## config.mk

```make
export PLATFORM = sky130hd
export DESIGN_NAME = uart_ev_arbiter
export DESIGN_NICKNAME = d
export VERILOG_FILES = /design/src/rtl/uart_ev_arbiter.sv
export SDC_FILE = /design/constraint.sdc
export NUM_CORES = 1
export LEC_CHECK = 0
export CORE_AREA = 2 2 390 392
export CTS_CLUSTER_DIAMETER = 80
export DETAILED_ROUTE_END_ITERATION = 10
export DIE_AREA = 0 0 392 394
export PLACE_DENSITY_LB_ADDON = 0.1
export SYNTH_ARGS = -nofsm -noshare
export SYNTH_HDL_FRONTEND = slang
export SYNTH_SLANG_ARGS = --single-unit
```

## constraint.sdc

```tcl
create_clock -name clk -period 2.6 [get_ports clk]
set_input_delay 0.52 -clock clk [delete_from_list [all_inputs] [get_ports clk]]
set_output_delay 0.52 -clock clk [all_outputs]
set_load 0.05 [all_outputs]
```

## src/rtl/uart_ev_arbiter.sv

```systemverilog
// rtl/uart_ev_arbiter.sv - round-robin arbiter feeding timestamper events to the shared UART packer
module uart_ev_arbiter #(
    parameter int N_CH = 4,
    parameter int TS_W = 64,
    parameter int ID_W = 16,
    parameter int CH_W = (N_CH > 1) ? $clog2(N_CH) : 1
) (
    input  logic                   clk,
    input  logic                   rst,
    input  logic [N_CH-1:0]        ch_en,
    input  logic [N_CH-1:0]        ch_valid,
    output logic [N_CH-1:0]        ch_ready,
    input  logic [N_CH*TS_W-1:0]   ch_start,
    input  logic [N_CH*TS_W-1:0]   ch_end,
    input  logic [N_CH*TS_W-1:0]   ch_delta,
    output logic                   ev_valid,
    input  logic                   ev_ready,
    output logic [ID_W-1:0]        ev_id,
    output logic [TS_W-1:0]        ev_start,
    output logic [TS_W-1:0]        ev_end,
    output logic [TS_W-1:0]        ev_delta,
    output logic [ID_W-CH_W-1:0]   seq_count
);

    localparam int SEQ_W = ID_W - CH_W;

    typedef enum logic {
        IDLE = 1'b0,
        HOLD = 1'b1
    } state_t;

    state_t              state;
    state_t              state_nxt;
    logic [CH_W-1:0]     rr_ptr;
    logic [CH_W-1:0]     grant;
    logic [CH_W-1:0]     cand;
    logic                grant_vld;
    logic [N_CH-1:0]     req;
    logic [SEQ_W-1:0]    seq;

    // (a + k) mod N_CH for a < N_CH, k < N_CH; one extra bit covers the pre-wrap sum
    function automatic logic [CH_W-1:0] wrap_add(input logic [CH_W-1:0] a, input int k);
        logic [CH_W:0] s;
        s = {1'b0, a} + (CH_W+1)'(k);
        if (s >= (CH_W+1)'(N_CH))
            s = s - (CH_W+1)'(N_CH);
        return s[CH_W-1:0];
    endfunction

    always_comb begin
        req       = ch_valid & ch_en;
        grant     = '0;
        cand      = '0;
        grant_vld = 1'b0;
        for (int k = 0; k < N_CH; k++) begin
            cand = wrap_add(rr_ptr, k);
            if (!grant_vld && req[cand]) begin
                grant     = cand;
                grant_vld = 1'b1;
            end
        end
    end

    // ch_ready is gated by rst so an asynchronous reset silences it immediately
    always_comb begin
        state_nxt = state;
        ch_ready  = '0;
        case (state)
            IDLE: begin
                if (grant_vld) begin
                    if (rst)
                        ch_ready = {{(N_CH-1){1'b0}}, 1'b1} << grant;
                    state_nxt = HOLD;
                end
            end
            HOLD: begin
                if (ev_ready)
                    state_nxt = IDLE;
            end
            default: state_nxt = IDLE;
        endcase
    end

    always_ff @(posedge clk or negedge rst) begin
        if (!rst) begin
            state    <= IDLE;
            rr_ptr   <= '0;
            seq      <= '0;
            ev_id    <= '0;
            ev_start <= '0;
            ev_end   <= '0;
            ev_delta <= '0;
        end else begin
            state <= state_nxt;
            if (state == IDLE && grant_vld) begin
                ev_id    <= {grant, seq};
                ev_start <= ch_start[grant*TS_W +: TS_W];
                ev_end   <= ch_end[grant*TS_W +: TS_W];
                ev_delta <= ch_delta[grant*TS_W +: TS_W];
            end
            // the held event's channel lives in the ev_id MSBs
            if (state == HOLD && ev_ready) begin
                seq    <= seq + 1'b1;
                rr_ptr <= wrap_add(ev_id[ID_W-1 -: CH_W], 1);
            end
        end
    end

    assign ev_valid  = (state == HOLD);
    assign seq_count = seq;

endmodule
```

==> results of run 1 <==
## worst max-delay path, stage by stage
cell and delay, ns:
clkdlybuf4s50_1 0.50, nand2_4 0.09, buf_12 0.14, a31oi_4 0.17
buf_6 0.14, nand2_2 0.09, nor3_4 0.23, buf_12 0.17
## cells by family after synthesis
logic type | after synthesis | share of synthesized area
buffers and inverters | 153 | 0.05546
and+or+nand+nor | 472 | 0.1643
AOI/OAI and AO/OA | 396 | 0.2351
xor gates and xnor gates | 14 | 0.008682
adders and majority gates | 1 | 0.0008858
DFF | 225 | 0.3987
muxes | 193 | 0.1369
## registers in the layout, summed over array words and instances, names as in the netlist
register   cells
seq_count     14
ev_valid       1
ev_start      64
ev_end        64
ev_delta      64
ev_id         16
rr_ptr         2
## metal layers
| metal | GRT usage | vias to the layer above | share of wire | wire (µm) |
|---|---|---|---|---|
| li1 | - | 7706 | - | - |
| met5 | 0 | - | 0.0015 | 169 |
| met1 | 0.1544 | 8104 | 0.38 | 43520 |
| met2 | 0.2706 | 584 | 0.53 | 61100 |
| met3 | 0.03860 | 108 | 0.066 | 7537 |
| met4 | 0.02569 | 26 | 0.017 | 1899 |
## placed cells by master (no fill, tap or decap), drive strengths merged
master	count
a22o	1
and3	194
buf	245
dlygate4sd3	1
mux2i	192
o31a	1
bufinv	7
inv	4
clkdlybuf4s50	958
dlymetal6s2s	2
nand3	9
nand2	55
a21boi	1
mux2	1
diode	7
nor2	200
and3b	1
a211oi	384
dfrtp	225
clkinv	9
and2	2
xnor2	11
nor2b	1
o21a	1
ha	1
nand4	4
nand4b	1
a31oi	2
xor2	3
dlygate4sd2	6
nor3	3
o211ai	1
clkbuf	55
o21ai	4
nand2b	1
or3	1
a22oi	1
## Yosys cell counts, types with 7 or more instances
| library cell | count |
|---|---|
| mux2i_1 | 192 |
| nor2_1 | 200 |
| nand2_1 | 54 |
| a211oi_1 | 316 |
| dfrtp_1 | 225 |
| buf_2 | 56 |
| nand3_1 | 9 |
| and3_1 | 194 |
| clkbuf_1 | 73 |
| xnor2_1 | 11 |
| a211oi_2 | 68 |
| buf_4 | 7 |
| buf_6 | 15 |
## cell type report
type | instances | area, µm² | area share
clock inverters | 19 | 285.3 | 0.009668
clock buffers | 55 | 1161 | 0.03935
multi-input cells | 1076 | 7820 | 0.2650
well taps | 2030 | 2540 | 0.08608
flip-flops and latches | 225 | 5633 | 0.1909
repair buffers | 1212 | 12050 | 0.4083
inverters | 1 | 3.754 | 0.0001272
diodes | 7 | 17.52 | 0.0005936
## path summary, 6_finish.rpt
kind	slack (ns)	from	end	cells after the start
worst max-delay path	0.03	ch_valid[1]	ch_ready[1]	8
worst min-delay path	0.48	ev_id[11]$_DFFE_PN0P_	ev_id[11]$_DFFE_PN0P_	2
worst max register to register	0.21	rr_ptr[0]$_DFFE_PN0P_	ev_start[39]$_DFFE_PN0P_	9
worst min register to register	0.48	ev_id[11]$_DFFE_PN0P_	ev_id[11]$_DFFE_PN0P_	2
max in group asynchronous	1.07	rst	rr_ptr[0]$_DFFE_PN0P_	4
min in group asynchronous	0.58	rst	ev_delta[39]$_DFFE_PN0P_	3
## report_power, final
part / leakage [nW] / internal (W) / switching (W)
clock network: 0.716 / 0.00382 / 0.00219
logic: 8.18 / 0.00653 / 0.0114
registers: 2.54 / 0.00508 / 0.00131
total: 11.4 / 0.0154 / 0.0149
## through the flow
stage               power, W  cell area [µm²]  setup WS, ns
floorplan            0.01581            14130      -0.06304
detailed placement   0.02472            27880        -1.079
CTS                  0.03114            29450     -0.005560
global placement     0.02471            27880        -1.068
global route         0.03182            29500      -0.04093
finish               0.03029            29510       0.02899
## what timing repair did
action,CTS,global route
hold endpoints to repair,23,0
resized for setup,23,9
setup buffers,8,1
cloned,0,0
hold buffers,1,0
pin swaps,6,1
setup endpoints to repair,6,6
==> impl_metrics.env, run 1 <==
export IMPL_drtIter0Drc=650
export IMPL_cts_path_max_buffers=3
export IMPL_min_period_ns=2.571
export IMPL_whs_ns=0.4759
export IMPL_drive_gt1_frac=0.1553
export IMPL_rows=143
export IMPL_synthTopCellsByArea="dfrtp_1 (40%), a211oi_1 (17%), mux2i_1 (14%), and3_1 (8.6%), a211oi_2 (6.0%)"
export IMPL_antenna_found_initial=27
export IMPL_end_kind="output pin"
export IMPL_cp_max_fo=3
export IMPL_die_area_um2=154400
export IMPL_hold_viol=0
export IMPL_dr_pass1_iters=5
export IMPL_setup_violations=0
export IMPL_maxSlewHeadroom=0.5368
export IMPL_p_leak_nw=11.43
export IMPL_htreeDepth=2
export IMPL_maxCapViolations=0
export IMPL_wl_per_cell_um=24.70
export IMPL_via_count=16528
export IMPL_ios=1006
export IMPL_clock_skew_ns=0.02471
export IMPL_core_um2=150700
export IMPL_dp_hpwl_um=93520
export IMPL_ys_types=36
export IMPL_place_gp_congestion=0.7956
export IMPL_worst_skew_pair_late_latency_ns=0.59
export IMPL_tns_ns=0
export IMPL_synth_top_area_frac=0.3987
export IMPL_slew_violations=0
export IMPL_worst_pin_slew_ns=0.6948
export IMPL_p_per_area_nw_per_um2=1027
export IMPL_synth_seq_area_share=0.3987
export IMPL_grt_usage=0.1416
export IMPL_clock_sinks=225
export IMPL_required_ns=2.08
export IMPL_io_buffers=1005
export IMPL_root_buffer="clkbuf_16"
export IMPL_start_kind="input port"
export IMPL_start_util=0.09375
export IMPL_wirelength_um=114200
export IMPL_outcome="finished clean"
export IMPL_ir_drop_v=0.0005558
export IMPL_synth_area_um2=14120
export IMPL_synth_edf_count=0
export IMPL_cp_data_arrival_time_ns=2.05
export IMPL_synthToLayoutAreaGrowth_pct=108.9
export IMPL_cts_tree="yes"
export IMPL_fin_cells=4625
export IMPL_syn_nets=2234
export IMPL_syn_inst=1454
export IMPL_clkTransAtPathRegs_ns=0.05
export IMPL_ant_nets=0
export IMPL_grt_pass1_wl_um=153000
export IMPL_drcViolationCount=0
export IMPL_yosysTopAreaCell="dfrtp_1"
export IMPL_ys_warn_count=0
export IMPL_syn_area_per_cell_um2=9.714
export IMPL_critical_path_class="in -> out"
export IMPL_die_h_um=394
export IMPL_hold_path_class="reg -> reg"
export IMPL_fmax_ghz=0.3890
export IMPL_final_util=0.1959
export IMPL_rsz0062_at_grt="true"
export IMPL_vias_per_cell=3.574
export IMPL_ys_ff_latch=225
export IMPL_dieWidth_um=392
export IMPL_num_nets_final=3337
export IMPL_grt_pass1_vias=18056
export IMPL_ys_dominant_reg_cell="dfrtp_1"
export IMPL_period_share=0.9888
export IMPL_cts_buffers_inserted=41
export IMPL_nFillCells=16631
export IMPL_async_flop_share=1.000
export IMPL_placed_cells=4534
export IMPL_grt_overflow_total=0
export IMPL_grt_max_degree=82
No activity file was read; power rests on OpenSTA's default activity.
==> run 2: changes to the inputs <==
==> config.mk (replaced) <==
export PLATFORM = sky130hd
export DESIGN_NAME = uart_ev_arbiter
export DESIGN_NICKNAME = d
export VERILOG_FILES = /design/src/rtl/uart_ev_arbiter.sv
export SDC_FILE = /design/constraint.sdc
export NUM_CORES = 1
export LEC_CHECK = 0
export CORE_AREA = 8 8 385 387
export CTS_CLUSTER_DIAMETER = 80
export DETAILED_ROUTE_END_ITERATION = 10
export DIE_AREA = 0 0 393 395
export PLACE_DENSITY = 0.3
export REMOVE_ABC_BUFFERS = 1
export SYNTH_ARGS = -nofsm -noshare
export SYNTH_HDL_FRONTEND = slang
export SYNTH_SLANG_ARGS = --single-unit
==> impl_metrics.env, run 2 (synthesis gave the netlist of run 1 again) <==
export IMPL_grt_usage=0.1385
export IMPL_period_share=0.9890
export IMPL_cts_tree="yes"
export IMPL_placed_cells=4399
export IMPL_intPower_w=0.01508
export IMPL_p_per_area_nw_per_um2=1023
export IMPL_netSwitchingPower_w=0.01468
export IMPL_rr_startpoint="rr_ptr[1]$_DFFE_PN0P_"
export IMPL_cts_path_max_buffers=3
export IMPL_slew_violations=0
export IMPL_path_buf_inv=4
export IMPL_ios=1006
export IMPL_dieWidth_um=393
export IMPL_cp_common_cell="buf_12"
export IMPL_drive_gt1_frac=0.1488
export IMPL_clkPwrFrac=0.190
export IMPL_die_h_um=395
export IMPL_grt_pass1_vias=18424
export IMPL_end_kind="output pin"
export IMPL_die_area_um2=155200
export IMPL_setup_violations=0
export IMPL_top_regs="ev_delta x64, ev_end x64, ev_start x64"
export IMPL_io_buffers=1005
export IMPL_fin_cells=4482
export IMPL_cp_top_family="buffers and inverters"
export IMPL_wl_per_cell_um=25.35
export IMPL_via_count=16473
export IMPL_switching_share=0.4933
export IMPL_clkTransAtPathRegs_ns=0.05
export IMPL_min_period_ns=2.571
export IMPL_grt_pass1_wl_um=153400
export IMPL_outcome="finished clean"
export IMPL_slowest_stage="clkdlybuf4s50_1"
export IMPL_maxSlewHeadroom=0.4892
export IMPL_required_ns=2.08
export IMPL_p_leak_nw=11.30
export IMPL_antenna_found_initial=14
export IMPL_layout_commonest_cell="clkdlybuf4s50_1"
export IMPL_wirelength_um=113600
export IMPL_cp_max_fo=5
export IMPL_hold_viol=0
export IMPL_whs_ns=0.03744
export IMPL_rsz0062_at_grt="true"
export IMPL_drtIter0Drc=736
export IMPL_ir_drop_v=0.0004268
export IMPL_synthToLayoutAreaGrowth_pct=106.1
export IMPL_maxCapViolations=0
export IMPL_fmax_ghz=0.3889
export IMPL_clock_skew_ns=0.02189
export IMPL_comb_power_share=0.599
export IMPL_ant_nets=0
export IMPL_start_util=0.09928
export IMPL_layout_common_cells="clkdlybuf4s50_1 (959), a211oi_1 (316), dfrtp_1 (222), nor2_1 (198)"
export IMPL_root_buffer="clkbuf_16"
export IMPL_cp_data_arrival_time_ns=2.05
export IMPL_place_gp_congestion=0.8910
export IMPL_dp_hpwl_um=95150
export IMPL_clock_sinks=225
export IMPL_num_nets_final=3325
export IMPL_vias_per_cell=3.675
export IMPL_rows=139
export IMPL_grt_overflow_total=0
export IMPL_htreeDepth=2
export IMPL_cts_buffers_inserted=41
export IMPL_cp_slowest_stage_delay_ns=0.50
export IMPL_worst_skew_pair_late_latency_ns=0.59
export IMPL_worstSetupStartpoint="ch_valid[0]"
export IMPL_critical_path_class="in -> out"
export IMPL_worstPathCellList="clkdlybuf4s50_1 > nand2_2 > o211ai_4 > buf_12 > nand2_8 > nor3_4 > buf_6 > buf_12"
export IMPL_dr_pass1_iters=4
export IMPL_grt_max_degree=110
export IMPL_p_total_w=0.02976
export IMPL_drcViolationCount=0
export IMPL_hold_path_class="in -> async"
export IMPL_start_kind="input port"
export IMPL_core_um2=142300
export IMPL_worst_pin_slew_ns=0.7662
export IMPL_seqPwrFrac=0.211
## run 2: changes by cell type in the layout (fill, tap and decap cells not counted), moves of 3 or more
cell,previous run,this run
clkbuf_1,8,12
buf_4,200,193
clkinv_2,8,5
buf_12,41,38
## run 2: worst paths after layout
check	cells after the start	slack, ns	endpoint
worst max register to register	8	0.18	ev_end[14]$_DFFE_PN0P_
worst min-delay path	2	0.04	ev_end[16]$_DFFE_PN0P_
worst max-delay path	8	0.03	ch_ready[1]
worst min register to register	2	0.47	ev_id[8]$_DFFE_PN0P_
min in group clk	2	0.47	ev_id[8]$_DFFE_PN0P_
max in group asynchronous	2	1.90	ev_end[6]$_DFFE_PN0P_
## run 2: what timing repair did
item,4_1_cts,5_1_grt
pin swaps,4,5
setup buffers,4,3
setup endpoints to repair,6,4
hold buffers,0,0
gates resized for setup,24,5
## run 2: routing by layer
layer  track usage  vias up  wire length (µm)
li1              -     7694                 -
met2        0.2562      559             59250
met5             0        -                76
met3       0.03564      108              7285
met4       0.02992       12              2194
met1        0.1589     8100             44810
## run 2: area by class of cell
type	count	area, µm²
fillers	15809	113200
flip-flops and latches	225	5634
well taps	1903	2381
multi-input cells	1076	7800
clock buffers	58	1140
diodes	5	12.51
repair buffers	1200	11910
clock inverters	14	225.2
inverters	1	3.754
## run 2: power by group through the flow
stage	combinational (W)	clock, W	sequential, W
2_1_floorplan	0.00441	0	0.0115
3_3_place_gp	0.0182	0	0.00630
3_5_place_dp	0.0182	0	0.00635
4_1_cts	0.0183	0.00594	0.00631
5_1_grt	0.0187	0.00603	0.00652
6_report	0.0178	0.00564	0.00628
## run 2: metrics by stage
stage	worst slack, ns	util	TNS [ns]	cell area, µm²
2_1_floorplan	-15.75	-	-3152.54	13340
3_3_place_gp	-0.4350	0.1941	-42.69	27610
3_5_place_dp	-0.3950	0.1941	-42.54	27610
4_1_cts	-0.01038	0.2042	-0.01832	29050
5_1_grt	-0.01319	0.2045	-0.01599	29100
6_report	0.02860	0.2046	0	29100
==> run 3: changes to the inputs <==
--- a/config.mk
+++ b/config.mk
@@ -9,6 +9,7 @@
 export CTS_CLUSTER_DIAMETER = 80
 export DETAILED_ROUTE_END_ITERATION = 10
 export DIE_AREA = 0 0 393 395
+export GPL_ROUTABILITY_DRIVEN = 0
 export PLACE_DENSITY = 0.3
 export REMOVE_ABC_BUFFERS = 1
 export SYNTH_ARGS = -nofsm -noshare
==> results of run 3 <==
Same layout as run 2: the final DEF is identical, and so are final timing and power.
